**src/rtl/alu_accumulator.sv**
```systemverilog
`default_nettype none
// ============================================================================
//  Module   : alu_accumulator
//  Brief    : Execution stage. Owns the accumulator AR and the ZERO/CARRY/
//             NEG/OV flags, applies one instruction per Exec strobe, and
//             keeps a sticky illegal-opcode flag plus a retired counter.
//  Revision : 1.0 - initial release
// ============================================================================
module alu_accumulator #(
  parameter int DATA_WIDTH = 8,
  parameter int INST_WIDTH = 8,
  parameter int CNT_WIDTH  = 16
) (
  input  logic                  clk,
  input  logic                  arst,
  input  logic                  Exec,
  input  logic [INST_WIDTH-1:0] IR,
  input  logic [DATA_WIDTH-1:0] IBR,
  input  logic [DATA_WIDTH-1:0] MBR,
  output logic [DATA_WIDTH-1:0] AR,
  output logic [3:0]            Flags,
  output logic                  err_illegal,
  output logic [CNT_WIDTH-1:0]  retired
);

  localparam int MSB    = DATA_WIDTH - 1;
  localparam int FLAG_Z = 0;
  localparam int FLAG_C = 1;
  localparam int FLAG_N = 2;
  localparam int FLAG_V = 3;

  // Opcode map. Classes carrying a sub-op in IR[1:0] are matched on prefixes.
  localparam logic [7:0] OP_LOAD_X  = 8'b0000_0001;
  localparam logic [7:0] OP_LOAD_I  = 8'b0000_0010;
  localparam logic [7:0] OP_STORE_X = 8'b0000_0101;
  localparam logic [7:0] OP_STORE_I = 8'b0000_0110;
  localparam logic [7:0] OP_JMP     = 8'b0010_0000;
  localparam logic [7:0] OP_JZ      = 8'b0010_0001;
  localparam logic [7:0] OP_JC      = 8'b0010_0010;
  localparam logic [7:0] OP_JN      = 8'b0010_0011;
  localparam logic [7:0] OP_JV      = 8'b0010_0100;
  localparam logic [4:0] PFX_ARITH  = 5'b01000;   // bit 2 selects IBR
  localparam logic [4:0] PFX_LOGIC  = 5'b10000;   // bit 2 selects IBR
  localparam logic [5:0] PFX_SHIFT  = 6'b110000;

  logic [DATA_WIDTH-1:0] ar_q, ar_d;
  logic [3:0]            flags_q, flags_d;
  logic                  err_q;
  logic [CNT_WIDTH-1:0]  ret_q;

  logic [7:0]            w_op;
  logic                  w_hi_zero;
  logic                  w_is_load, w_is_arith, w_is_logic, w_is_shift, w_is_nop;
  logic                  w_defined;
  logic [DATA_WIDTH-1:0] w_opnd;
  logic [DATA_WIDTH:0]   w_sum;
  logic                  w_cin;

  assign w_op = IR[7:0];

  // Opcodes live in the low byte; any set upper bit makes the opcode undefined.
  if (INST_WIDTH > 8) begin : g_ir_wide
    assign w_hi_zero = ~|IR[INST_WIDTH-1:8];
  end else begin : g_ir_exact
    assign w_hi_zero = 1'b1;
  end

  assign w_is_load  = (w_op == OP_LOAD_X) || (w_op == OP_LOAD_I);
  assign w_is_arith = (w_op[7:3] == PFX_ARITH);
  assign w_is_logic = (w_op[7:3] == PFX_LOGIC);
  assign w_is_shift = (w_op[7:2] == PFX_SHIFT);
  assign w_is_nop   = (w_op == OP_STORE_X) || (w_op == OP_STORE_I) ||
                      (w_op == OP_JMP) || (w_op == OP_JZ) || (w_op == OP_JC) ||
                      (w_op == OP_JN) || (w_op == OP_JV);
  assign w_defined  = w_hi_zero &
                      (w_is_load | w_is_arith | w_is_logic | w_is_shift | w_is_nop);

  assign w_opnd = w_op[2] ? IBR : MBR;
  // ADDC/SUBC (IR[1]=1) fold the current CARRY in as carry/borrow.
  assign w_cin  = w_op[1] & flags_q[FLAG_C];

  // Arithmetic at DATA_WIDTH+1 bits; the top bit is carry-out or borrow.
  always_comb begin
    if (w_op[0] == 1'b0)
      w_sum = {1'b0, ar_q} + {1'b0, w_opnd} + (DATA_WIDTH+1)'(w_cin);
    else
      w_sum = {1'b0, ar_q} - {1'b0, w_opnd} - (DATA_WIDTH+1)'(w_cin);
  end

  // Next AR and Flags for the opcode on IR; no-ops leave both unchanged.
  always_comb begin
    ar_d    = ar_q;
    flags_d = flags_q;
    if (w_is_load) begin
      ar_d = (w_op == OP_LOAD_X) ? MBR : IBR;
    end else if (w_is_arith) begin
      ar_d            = w_sum[MSB:0];
      flags_d[FLAG_C] = w_sum[DATA_WIDTH];
      if (w_op[0] == 1'b0)
        flags_d[FLAG_V] = (ar_q[MSB] == w_opnd[MSB]) && (w_sum[MSB] != ar_q[MSB]);
      else
        flags_d[FLAG_V] = (ar_q[MSB] != w_opnd[MSB]) && (w_sum[MSB] != ar_q[MSB]);
    end else if (w_is_logic) begin
      case (w_op[1:0])
        2'b00:   ar_d = ~(ar_q | w_opnd);
        2'b01:   ar_d = ~(ar_q & w_opnd);
        2'b10:   ar_d = ar_q ^ w_opnd;
        default: ar_d = ~(ar_q ^ w_opnd);
      endcase
      flags_d[FLAG_C] = 1'b0;
      flags_d[FLAG_V] = 1'b0;
    end else if (w_is_shift) begin
      case (w_op[1:0])
        2'b00: begin
          ar_d            = {ar_q[MSB-1:0], 1'b0};
          flags_d[FLAG_C] = ar_q[MSB];
        end
        2'b01: begin
          ar_d            = {1'b0, ar_q[MSB:1]};
          flags_d[FLAG_C] = ar_q[0];
        end
        2'b10: begin
          ar_d            = {ar_q[MSB-1:0], flags_q[FLAG_C]};
          flags_d[FLAG_C] = ar_q[MSB];
        end
        default: begin
          ar_d            = {flags_q[FLAG_C], ar_q[MSB:1]};
          flags_d[FLAG_C] = ar_q[0];
        end
      endcase
      flags_d[FLAG_V] = 1'b0;
    end
    // ZERO and NEG follow the result of every data-producing class.
    if (w_is_load || w_is_arith || w_is_logic || w_is_shift) begin
      flags_d[FLAG_Z] = (ar_d == '0);
      flags_d[FLAG_N] = ar_d[MSB];
    end
  end

  // Architectural state: commits only on Exec; undefined opcodes raise the sticky error.
  always_ff @(posedge clk or posedge arst) begin
    if (arst) begin
      ar_q    <= '0;
      flags_q <= '0;
      err_q   <= 1'b0;
      ret_q   <= '0;
    end else if (Exec) begin
      if (w_defined) begin
        ar_q    <= ar_d;
        flags_q <= flags_d;
        ret_q   <= ret_q + 1'b1;
      end else begin
        err_q   <= 1'b1;
      end
    end
  end

  assign AR          = ar_q;
  assign Flags       = flags_q;
  assign err_illegal = err_q;
  assign retired     = ret_q;

endmodule
`default_nettype wire
```
**config.mk**
```make
export PLATFORM = sky130hd
export DESIGN_NAME = alu_accumulator
export DESIGN_NICKNAME = d
export VERILOG_FILES = /design/src/rtl/alu_accumulator.sv
export SDC_FILE = /design/constraint.sdc
export NUM_CORES = 1
export LEC_CHECK = 0
export BUFFER_PORTS_ARGS = -buffer_cell sky130_fd_sc_hd__buf_2
export CAP_MARGIN = 20
export CORE_AREA = 3 3 124 114
export CTS_BUF_LIST = sky130_fd_sc_hd__clkbuf_8
export DETAILED_ROUTE_END_ITERATION = 16
export DIE_AREA = 0 0 127 117
export HOLD_SLACK_MARGIN = 0.05
export SLEW_MARGIN = 25
export SYNTH_ARGS = -nofsm -noshare
export SYNTH_HDL_FRONTEND = slang
export SYNTH_SLANG_ARGS = --single-unit
```
**constraint.sdc**
```tcl
create_clock -name clk -period 5 [get_ports clk]
set_input_delay 1 -clock clk [delete_from_list [all_inputs] [get_ports clk]]
set_output_delay 1 -clock clk [all_outputs]
set_load 0.01 [all_outputs]
```
==> results_dict.tcl <==
set metrics [dict create \
    status "completed" \
    slew_headroom_pct 28.97 \
    grt_max_degree 33 \
    die_y_um 117 \
    vias 3111 \
    drv_cap 0 \
    netlist_area_um2 3353 \
    rrSetupSlack_ns 1.69 \
    finalSetupViolCount 0 \
    path_cells "buf_2 > mux2i_1 > xor2_1 > ha_1 > a21o_1 > inv_1 > fa_1 > nand2b_1 > a2111oi_0 > o31ai_1 > a21oi_1 > xnor2_1 > a22o_1 > o22ai_1 > mux2_2" \
    cts_buffer_depth 2 \
    regArea_um2 725.7 \
    route.detailed.drc 0 \
    worst_slew_pin_slew_ns 1.062 \
    fin_tns_setup_ns 0 \
    holdCritStartpoint "retired[15]" \
    insertion_delay_ns 0.27 \
    syn_nets 460 \
    required_ns 5.15 \
    htreeDepth 2 \
    syn_inst 398 \
    grt_pass1_wl_um 16060 \
    cp.arrival_ns 4.31 \
    syn_area_per_cell_um2 8.425 \
    antenna_found_initial 0 \
    multi_input_area_um2 2422 \
    timing.rr.start "Flags[1]" \
    drt-pass1-iter-count 5 \
    ys_seq_area_share_pct 21.64 \
    peakVddDrop_v 0.0001300 \
    cts-resized-gates 0 \
    std_cell_rows 39 \
    dp_hpwl_um 8105 \
    async_reset_ff_share_pct 100.0 \
    cp_max_fo 14 \
    cts.reportedPaths.clkPinSlew_ns 0.06 \
    synth_cell_types 62 \
    critPathMaxStageDelay_ns 0.56 \
    hold_viol_final 0 \
    start_util_pct 26.23 \
    cts_tree "yes" \
    switching_power_uw 644.0 \
    min_period_ns 4.153 \
    ant_nets 0 \
    num-nets-final 508 \
    critPathSlowestCell "a2111oi_0" \
    switching_share_pct 45.68 \
    synthToLayoutAreaGrowth_pct 15.71 \
    critPathKind "in2reg" \
    rr_worst_depth 14 \
    gp_congestion 0.9373 \
    cp-end-kind "register" \
    min_to "retired[15]" \
    worstReg2RegEnd "Flags[1]" \
    track_usage_pct 13.38 \
    clock_sinks 29 \
    diodes 0 \
    wl_per_cell_um 16.38 \
    numPortBuffers 55 \
    power_uw 1410 \
    io-pin-count 56 \
    dr.first_iter.drc_count 212 \
    wl_um 10010 \
    ys_ff_latch 29 \
    hold_depth 1 \
    drive_above_1_share_pct 19.24 \
    yosys_warnings 0 \
    final_max_slew_viol_count 0 \
    startpoint_type "input port" \
    final_common_cell "buf_2" \
    root_buffer "clkbuf_8" \
    rsz0062_at_grt "false" \
    p_int_uw 765.8 \
    clkPwrFrac_pct 14.8 \
    cts_buffers 5 \
    fin_util_pct 30.35 \
    hold_path.class "reg2reg" \
    fmaxAchievable_mhz 240.8 \
    combPwrFrac_pct 59.5 \
    fin_worst_skew_ns 0.006817 \
    static-leakage-power_uw 0.001812 \
    postCtsHoldBufs 0 \
    synthFlopType "dfrtp_1" \
    die_w_um 127 \
    synth-edff-count 0 \
    grt_pass1_vias 3080 \
    power.share.sequential_pct 25.7 \
    die-area_um2 14860 \
    num-fill-cells 1372 \
    coreArea_um2 12780 \
    cts_setup_buffers 0 \
    power_density_nw_per_um2 363.4 \
    fin_crit_sh_pct 83.06 \
    mostFrequentLayoutCells "55 x buf_2, 34 x nand2_1, 32 x inv_1, 32 x ha_1, 31 x mux2i_1" \
    via_per_inst 5.092 \
    overflow 0 \
]
worst max path at each step:
stage,start,end,slack [ns],cells after the start
after detailed placement,IR[2],Flags[3],0.59,13
after global placement,IR[2],Flags[0],0.66,15
after floorplan,IR[2],Flags[1],0.90,15
after global routing,IR[2],Flags[0],0.44,15
final,IR[2],Flags[1],0.85,15
after CTS,IR[2],Flags[1],0.86,15
area by class of cell:
| class | instances | share of cell area [%] |
|---|---|---|
| Multi-Input combinational cell | 318 | 62.43 |
| Sequential cell | 29 | 18.70 |
| Timing Repair Buffer | 58 | 7.675 |
| Tap cell | 164 | 5.289 |
| Inverter | 34 | 3.289 |
| Clock buffer | 7 | 2.483 |
| Clock inverter | 1 | 0.1290 |
power by group through the flow:
stage                     clock, µW  sequential, µW  combinational [µW]
after global routing            229             371                 941
after detailed placement          0             368                 829
after global placement            0             365                 813
after floorplan                   0             352                 613
final                           209             362                 839
after CTS                       217             364                 835
state kept, by name, summed over array words and instances (netlist names):
signal	flops
Flags	4
err_illegal	1
retired	16
AR	8
logic make-up after synthesis:
kind of cell | synth area share [%]
buffers and inverters | 6.119
muxes | 11.60
xor gates and xnor gates | 7.052
DFF | 21.64
adders and majority gates | 13.73
and+or+nand+nor | 18.99
AOI/OAI and AO/OA | 20.86
synthesized netlist by cell type (4+ instances only):
library cell / instances / area share [%]
o21ai_0: 15 / 2.2
nor2b_1: 4 / 0.75
nor2_1: 25 / 2.8
ha_1: 32 / 12
a31oi_1: 4 / 0.75
o22ai_1: 4 / 0.75
clkbuf_1: 8 / 0.90
nor3_1: 8 / 1.2
a21oi_1: 23 / 3.4
o31ai_1: 4 / 0.90
nand2_1: 34 / 3.8
mux2_2: 7 / 2.4
mux2i_1: 31 / 9.3
inv_1: 33 / 3.7
buf_2: 5 / 0.75
nand4_1: 8 / 1.5
xor2_1: 8 / 2.1
dfrtp_1: 29 / 22
a211oi_1: 11 / 2.5
nand3_1: 10 / 1.5
xnor2_1: 19 / 5.0
nand2b_1: 9 / 1.7
o2111ai_1: 4 / 1.0
routing by layer:
layer | track usage [%] | up-vias | routed length, µm
li1 | - | 1529 | -
met5 | 0 | - | 0
met4 | 3.574 | 0 | 166
met2 | 21.26 | 101 | 4359
met1 | 19.36 | 1467 | 4951
met3 | 1.543 | 14 | 531
stage by stage:
stage	worst slack [ns]	cells	hold WS, ns	cell area (µm²)
finish	0.8469	611	0.4760	3880
global route	0.4370	611	0.4917	3880
floorplan	0.8968	398	0.5037	3353
CTS	0.8593	611	0.4741	3880
detailed placement	0.5945	603	0.4640	3779
global placement	0.6552	603	0.4553	3779
worst max-delay path: cells and delay by family:
kind                     cells  cell delay [ns]
adder cells (fa/ha/maj)      2             0.39
XOR/XNOR                     2             0.27
multiplexers                 2             0.80
buffers and inverters        2             0.42
AND/OR/NAND/NOR              1             0.08
AO/OA/AOI/OAI                6             1.33
Note: power is estimated with default switching activity, not from simulation.
